### src/rtl/sw_bounce_pkg.sv
// Shared types and constants for the switch bounce emulator.
package sw_bounce_pkg;

  // Controller states: settled level, or inside a bounce window.
  typedef enum logic {
    IDLE   = 1'b0,
    BOUNCE = 1'b1
  } state_t;

  // Feedback taps of x^16+x^14+x^13+x^11+1 (state bits 15, 13, 12, 10).
  localparam logic [15:0] LFSR_TAPS         = 16'hB400;
  localparam logic [15:0] LFSR_DEFAULT_SEED = 16'hACE1;

  // An all-zero seed would lock the LFSR, so it falls back to the default.
  function automatic logic [15:0] fix_seed(input logic [15:0] seed);
    return (seed == 16'h0000) ? LFSR_DEFAULT_SEED : seed;
  endfunction

endpackage

### src/rtl/sw_bounce_gen_lfsr16.sv
// 16-bit Fibonacci LFSR that advances one step when step_i is high.
module lfsr16
  import sw_bounce_pkg::*;
#(
  parameter logic [15:0] SEED = LFSR_DEFAULT_SEED
) (
  input  logic clk,
  input  logic arst,
  input  logic step_i,
  output logic next_bit_o
);

  logic [15:0] lfsr_q;
  logic [15:0] lfsr_d;
  logic        fb;

  // Feedback bit doubles as the new bit 0 once a step is taken.
  always_comb begin
    fb         = ^(lfsr_q & LFSR_TAPS);
    lfsr_d     = lfsr_q;
    if (step_i) begin
      lfsr_d = {lfsr_q[14:0], fb};
    end
    next_bit_o = fb;
  end

  // State register, reset to the (non-zero) seed.
  always_ff @(posedge clk or posedge arst) begin
    if (arst) begin
      lfsr_q <= fix_seed(SEED);
    end else begin
      lfsr_q <= lfsr_d;
    end
  end

endmodule

### src/rtl/sw_bounce_gen.sv
// Mechanical switch bounce emulator: follows a clean level and inserts a
// bounded burst of pseudo-random glitches after every level change.
module sw_bounce_gen
  import sw_bounce_pkg::*;
#(
  parameter int          CLK_FREQ   = 200_000_000,
  parameter int          BOUNCE_MS  = 5,
  parameter int          TOGGLE_DIV = 1024,
  parameter logic [15:0] LFSR_SEED  = LFSR_DEFAULT_SEED
) (
  input  logic       clk,
  input  logic       arst,
  input  logic       clean,
  input  logic       en,
  output logic       bouncy,
  output logic       busy,
  output logic [7:0] glitch_cnt
);

  localparam int WIN_CYC = CLK_FREQ / 1000 * BOUNCE_MS;
  localparam int CW      = $clog2(WIN_CYC + 1);
  localparam int PW      = (TOGGLE_DIV > 1) ? $clog2(TOGGLE_DIV) : 1;

  state_t          state_q, state_d;
  logic            level_q, level_d;
  logic            target_q, target_d;
  logic            bouncy_q, bouncy_d;
  logic [7:0]      glitch_q, glitch_d;
  logic [CW-1:0]   win_q, win_d;
  logic [PW-1:0]   presc_q, presc_d;
  logic            tick;
  logic            step;
  logic            next_bit;

  lfsr16 #(
    .SEED(LFSR_SEED)
  ) u_lfsr (
    .clk       (clk),
    .arst      (arst),
    .step_i    (step),
    .next_bit_o(next_bit)
  );

  // Next-state logic. A tick always advances the LFSR and the glitch count
  // while bouncing; a retrigger or the window end then overrides the level
  // that the tick would have put on bouncy.
  always_comb begin
    state_d  = state_q;
    level_d  = level_q;
    target_d = target_q;
    bouncy_d = bouncy_q;
    glitch_d = glitch_q;
    win_d    = win_q;
    presc_d  = presc_q;
    tick     = 1'b0;
    step     = 1'b0;

    if (!en) begin
      state_d  = IDLE;
      bouncy_d = clean;
      level_d  = clean;
    end else begin
      case (state_q)
        IDLE: begin
          if (clean != level_q) begin
            state_d  = BOUNCE;
            target_d = clean;
            bouncy_d = clean;
            win_d    = CW'(WIN_CYC - 1);
            presc_d  = '0;
            glitch_d = 8'd0;
          end
        end
        BOUNCE: begin
          tick    = (presc_q == PW'(TOGGLE_DIV - 1));
          presc_d = tick ? '0 : presc_q + PW'(1);
          if (tick) begin
            step = 1'b1;
            if (next_bit) begin
              bouncy_d = ~bouncy_q;
              if (glitch_q != 8'hFF) begin
                glitch_d = glitch_q + 8'd1;
              end
            end
          end
          if (clean != target_q) begin
            target_d = clean;
            bouncy_d = clean;
            win_d    = CW'(WIN_CYC - 1);
          end else if (win_q == '0) begin
            bouncy_d = target_q;
            level_d  = target_q;
            state_d  = IDLE;
          end else begin
            win_d = win_q - CW'(1);
          end
        end
        default: state_d = IDLE;
      endcase
    end
  end

  // Registers; every output comes straight from a flop.
  always_ff @(posedge clk or posedge arst) begin
    if (arst) begin
      state_q  <= IDLE;
      level_q  <= 1'b0;
      target_q <= 1'b0;
      bouncy_q <= 1'b0;
      glitch_q <= 8'd0;
      win_q    <= '0;
      presc_q  <= '0;
    end else begin
      state_q  <= state_d;
      level_q  <= level_d;
      target_q <= target_d;
      bouncy_q <= bouncy_d;
      glitch_q <= glitch_d;
      win_q    <= win_d;
      presc_q  <= presc_d;
    end
  end

  assign bouncy     = bouncy_q;
  assign busy       = (state_q == BOUNCE);
  assign glitch_cnt = glitch_q;

endmodule

### config.mk
export PLATFORM = sky130hd
export DESIGN_NAME = sw_bounce_gen
export DESIGN_NICKNAME = d
export VERILOG_FILES = /design/src/rtl/sw_bounce_pkg.sv /design/src/rtl/sw_bounce_gen_lfsr16.sv /design/src/rtl/sw_bounce_gen.sv
export SDC_FILE = /design/constraint.sdc
export NUM_CORES = 1
export LEC_CHECK = 0
export CORE_MARGIN = 10
export CORE_UTILIZATION = 65
export DETAILED_ROUTE_END_ITERATION = 8
export MAX_ROUTING_LAYER = met4
export PLACE_DENSITY_LB_ADDON = 0.15
export REMOVE_ABC_BUFFERS = 1
export SETUP_SLACK_MARGIN = 0.2
export SKIP_LAST_GASP = 1
export SLEW_MARGIN = 25
export SYNTH_ARGS = -nofsm -noshare
export SYNTH_HDL_FRONTEND = slang
export SYNTH_SLANG_ARGS = --single-unit
### constraint.sdc
create_clock -name clk -period 5.8 [get_ports clk]
set_input_delay 1.16 -clock clk [delete_from_list [all_inputs] [get_ports clk]]
set_output_delay 1.16 -clock clk [all_outputs]
set_load 0.005 [all_outputs]
======== Word level (Yosys, flattened, before mapping) ========
Cells that the tools add are included.
cells by class
  bitwise operators ....................... 2
  muxes and demuxes ....................... 33
  reductions and logical operators ........ 8
  equal/unequal tests ..................... 16
  add/subtract/negate cells ............... 3
operators with widths
  operator                                               number
  2-to-1 mux 20 bit                                      3
  case mux 20 bit (2 select lines)                       1
  2-to-1 mux 8 bit                                       4
  zero test 20 bit                                       1
  2-to-1 mux 10 bit                                      2
  case mux 10 bit (2 select lines)                       1
  subtractor 20 x 1 -> 20 bit, second input constant     1
  2-to-1 mux 1 bit                                       18
  case mux 8 bit (2 select lines)                        1
  parity 16 bit                                          1
  inequality test 2 x 1 -> 1 bit, second input constant  6
  AND reduction 3 bit                                    4
  adder 10 x 1 -> 10 bit, second input constant          1
  == test 10 bit, second input constant                  1
  inequality test 5 x 2 -> 1 bit, second input constant  2
  adder 8 x 1 -> 8 bit, second input constant            1
  inequality test 8 bit, second input constant           1
  inequality test 3 bit, second input constant           2
  case mux 1 bit (2 select lines)                        3
  AND reduction 5 bit                                    1
  inequality test 2 bit, second input constant           2
  inequality test 1 bit                                  2
  inverter 1 bit                                         2
  AND reduction 2 bit                                    1
word-level totals
  input bits .............................. 4
  output and inout port bits .............. 10
  register bits after elaboration ......... 58
  logic and storage cells ................. 70

======== Depth between registers and ports, before layout ========
  depth after elaboration ................. 7
  depth in mapped cells ................... 8

======== Modules after synthesis ========
From an unflattened synthesis, not the netlist that was laid out.
second synthesis, totals
  cells, all modules ...................... 311
  area, all modules ....................... 3,124.2 um2
by module, submodules not included
  module         cells each  instances  seq. area each (um2)  area each (um2)
  sw_bounce_gen  273         1          1,051.0               2,487.4
  lfsr16         38          1          410.4                 636.9

======== Least setup slack after synthesis ========
OpenSTA, ideal clock, no wires.
  path type ............................... input to register
  start ................................... input clean
  end ..................................... register win_q[4]
  stages .................................. 7
  required time ........................... 5.674 ns
  slack ................................... 3.012 ns
  path buffers ............................ 2
  arrival time ............................ 2.662 ns
  setup time .............................. 0.126 ns
  cells stage by stage .................... clkbuf_8 > xnor2_1 > and2_1 > clkbuf_1 > nand2_1 > or4_2 > o311a_1
on the way
  longest elaborated chain between the ends .. 3
  elaborated cells on any way between the ends .. 7
  classes of those cells .................. eq/ne: 4; mux: 2; reduce/logical: 1
ends and longest elaborated chain
  what                                                                               RTL line                                  source
  from (decl)                                                                        sw_bounce_gen.sv:13                       input logic clean,
  inequality test 1 bit, on equally long branches                                    sw_bounce_gen.sv:86, sw_bounce_gen.sv:65
  inequality test 3 bit (no line) (tied with other cells)                            -
  AND reduction 3 bit (no line) or case mux 20 bit (2 select lines) (tied branches)  -
  to (signal assigned)                                                               sw_bounce_gen.sv:119                      win_q <= win_d;
  to (decl)                                                                          sw_bounce_gen.sv:29                       logic [CW-1:0] win_q, win_d;
Several ways; a longest one is shown, not always the timed one.
A chain may end at the register's enable or synchronous reset.

======== Final worst setup path ========
  start ................................... input clean
  end ..................................... register win_q[11]
Same word-level chain as after synthesis.

==> key figures <==
Hold path
  – Hold Path Class: flop to flop

CTS
  – # H-tree levels: 3
  – Post-CTS setup buffer count: 0
  – CTS tree: done
  – Clock latency on the worst-skew pair: 340 ps
  – Clock Path Buffers: 2
  – Hold-fix buffers, CTS: 0
  – # clock sinks: 58
  – Total CTS buffers: 9
  – Root buf cell: clkbuf_8
  – Worst-path clk slew: 70 ps
  – Post-CTS Resized: 0

Layout
  – Area occupied by multi-input gates: 1580 sq um
  – Fill cell count: 356
  – Reg area: 1460 sq um
  – Share of cells above drive strength 1: 11.9%
  – N_diodes: 0
  – Layout area overhead: 11.4%
  – Final nets: 374
  – Final instance area: 3530 sq um

Synthesis
  – Synth cell types: 56
  – Top_reg_cell synth: dfrtp_1
  – Mux cell area share after synthesis: 1.94%
  – Synth top area share: 39.5%
  – Syn Inst Count: 351
  – Ys Warns: 0
  – Syn avg cell area: 9.03 sq um
  – Largest family of logic cells by synthesized area: simple AND/OR/NAND/NOR gates
  – Post-synth EDFFs: 0
  – Async SR Flop Fraction: 100%
  – Post-synthesis sequential area ratio: 46.1%
  – Synth top area cells: dfrtp_1, nand2_1, dfstp_2
  – Synth Cell Area: 3170 sq um
  – FF+latch count, synth: 58
  – Simple-gate share of the synthesized area: 28.8%
  – Synth Area in Compound Gates: 13.6%
  – Post-synthesis xor/xnor area fraction: 3.59%
  – Adder-cell share of the synthesized area: 1.58%
  – Area leader, netlist: dfrtp_1

Placed design
  – DP HPWL: 4.75 mm
  – IO buf count: 13
  – Pre-CTS setup slack: 2310 ps
  – DP Area: 3330 sq um
  – Final Wtd Congestion: 0.909

STA
  – Final setup viols: 0
  – Max-slew violations: 0
  – Final Hold Fails: 0
  – Setup tns final: 0 ps
  – RSZ-0062 raised after global routing: no
  – Setup Skew: 7.44 ps
  – Measured slew at the worst slew-check pin: 869 ps
  – Crit share post-route: 54.2%
  – Min cycle time layout: 3140 ps
  – Max-slew headroom: 41.6%
  – Fmax: 318 MHz
  – Setup slack after layout: 2660 ps

Detailed routing
  – Routed wl met3: 480 microns
  – Routed len/inst: 16.0 microns
  – Routed wire length: 7.02 mm
  – Met2 WL: 3.49 mm
  – Residual DRC: 0
  – DRT antenna net count: 0
  – Pre-antenna DRT Iters: 4
  – DR vias/cell: 6.22
  – M1 WL: 2.85 mm
  – Initial drt markers: 169
  – Top sig layer: met4
  – DR vias: 2726

Worst setup path
  – Critical path, cell by cell: clkdlybuf4s50_1, xor2_1, o21ai_1, buf_4, or4_2, nor4_1, a31o_2
  – CP arrival: 3430 ps
  – CP delay by family, top: buffers and inverters
  – CP startpoint kind: input port
  – Worst EP required: 6080 ps
  – Kind of critical path: input port to flop
  – CP Capture Type: flop
  – Worst Path Max Fanout: 16
  – WP buf/inv: 2
  – Max stage delay on crit path: 680 ps
  – Slowest CP cell: or4_2

Power and ir drop
  – Overall power: 0.927 mW
  – VDD IR-drop max: 0.178 mV
  – Leakage power: 1.47 nW
  – Cell Pwr Density: 263 nW/um^2

Floorplanning
  – # rows: 25
  – Core Footprint: 4720 sq um
  – Die H: 89.8 microns
  – Initial core utilization: 67.1%
  – Die width: 89.8 microns
  – Num ports: 14
  – Total Die Area: 8070 sq um

Job
  – Max Cap Viol: 0

Global route
  – Overall Global Routing Usage: 18.6%
  – Total grt overflow: 0
  – Vias in the first global route: 2672
  – Initial antenna violation count: 0
  – Pin count of the biggest net entering global routing: 59
  – First-pass GRT wire length: 12.3 mm

Run status
  – Status: completed
## final cells by class
class | count | area share (%)
Inverter | 11 | 1.17
Multi-Input combinational cell | 268 | 44.7
Sequential cell | 58 | 41.4
Clock inverter | 3 | 1.13
Clock buffer | 13 | 4.50
Timing Repair Buffer | 18 | 4.75
Tap cell | 67 | 2.38
## cells by family after synthesis
group	Yosys count
AO/OA/AOI/OAI	60
XOR/XNOR	13
adder cells (fa/ha/maj)	4
buffers and inverters	25
flip-flops	58
multiplexers	6
AND/OR/NAND/NOR	185
## through the flow
step           util (%)  hold slack (ps)  cells
6_report           74.7              452    438
4_1_cts            74.7              454    438
5_1_grt            74.7              473    438
3_5_place_dp       70.5              445    422
2_1_floorplan         -              435    337
3_3_place_gp       70.5              441    422
## worst min-delay path: stages (launching register included)
cell and delay, ps:
dfstp_2 370, nand2_1 50, nand2_1 40
## synth_stat cells, drive strengths merged (8+ instances only)
cell type	count
nand2	73
dfrtp	50
nor2	21
nand3	20
nor3	14
or4	13
a21oi	12
o21ai	12
clkbuf	11
inv	11
nand4	9
o31ai	9
dfstp	8
nor4	8
or3	8
## layer usage
layer	track usage [%]	vias up
li1	-	1290
met1	20.5	1292
met2	30.4	120
met3	4.82	24
met4	9.43	0
met5	-	-
## layout by cell type (no fill, tap or decap), types with 10 or more instances in the layout
| cell | synthesis | layout |
|---|---|---|
| nand2_1 | 72 | 72 |
| dfrtp_1 | 50 | 50 |
| nor2_1 | 21 | 21 |
| nand3_1 | 19 | 19 |
| nor3_1 | 14 | 14 |
| clkdlybuf4s50_1 | 0 | 13 |
| a21oi_1 | 12 | 12 |
| o21ai_0 | 11 | 11 |
| clkbuf_8 | 3 | 11 |
| inv_1 | 11 | 10 |
| or4_1 | 10 | 10 |
## report_power, final
group | switching, mW | internal [mW] | total, mW
Combinational | 0.0621 | 0.0408 | 0.103
Clock | 0.157 | 0.221 | 0.378
Sequential | 0.0253 | 0.421 | 0.446
## state kept, by name (all words and copies together) (netlist names)
| name | count |
|---|---|
| win_q | 20 |
| u_lfsr.lfsr_q | 16 |
| presc_q | 10 |
| glitch_cnt | 8 |
| bouncy | 1 |
| busy | 1 |
| level_q | 1 |
| target_q | 1 |
## final timing paths
kind	slack (ps)	start	endpoint	cells after the start
max in group asynchronous	3990	arst	level_q$_DFFE_PP0P_	3
min	450	u_lfsr.lfsr_q[5]$_DFFE_PP1P_	u_lfsr.lfsr_q[5]$_DFFE_PP1P_	2
min reg2reg	450	u_lfsr.lfsr_q[5]$_DFFE_PP1P_	u_lfsr.lfsr_q[5]$_DFFE_PP1P_	2
max reg2reg	3320	win_q[3]$_DFFE_PP0P_	win_q[10]$_DFFE_PP0P_	5
max	2660	clean	win_q[11]$_DFFE_PP0P_	7
min in group asynchronous	1330	arst	glitch_cnt[0]$_DFFE_PP0P_	3
Note: power is estimated with default switching activity, not from simulation.
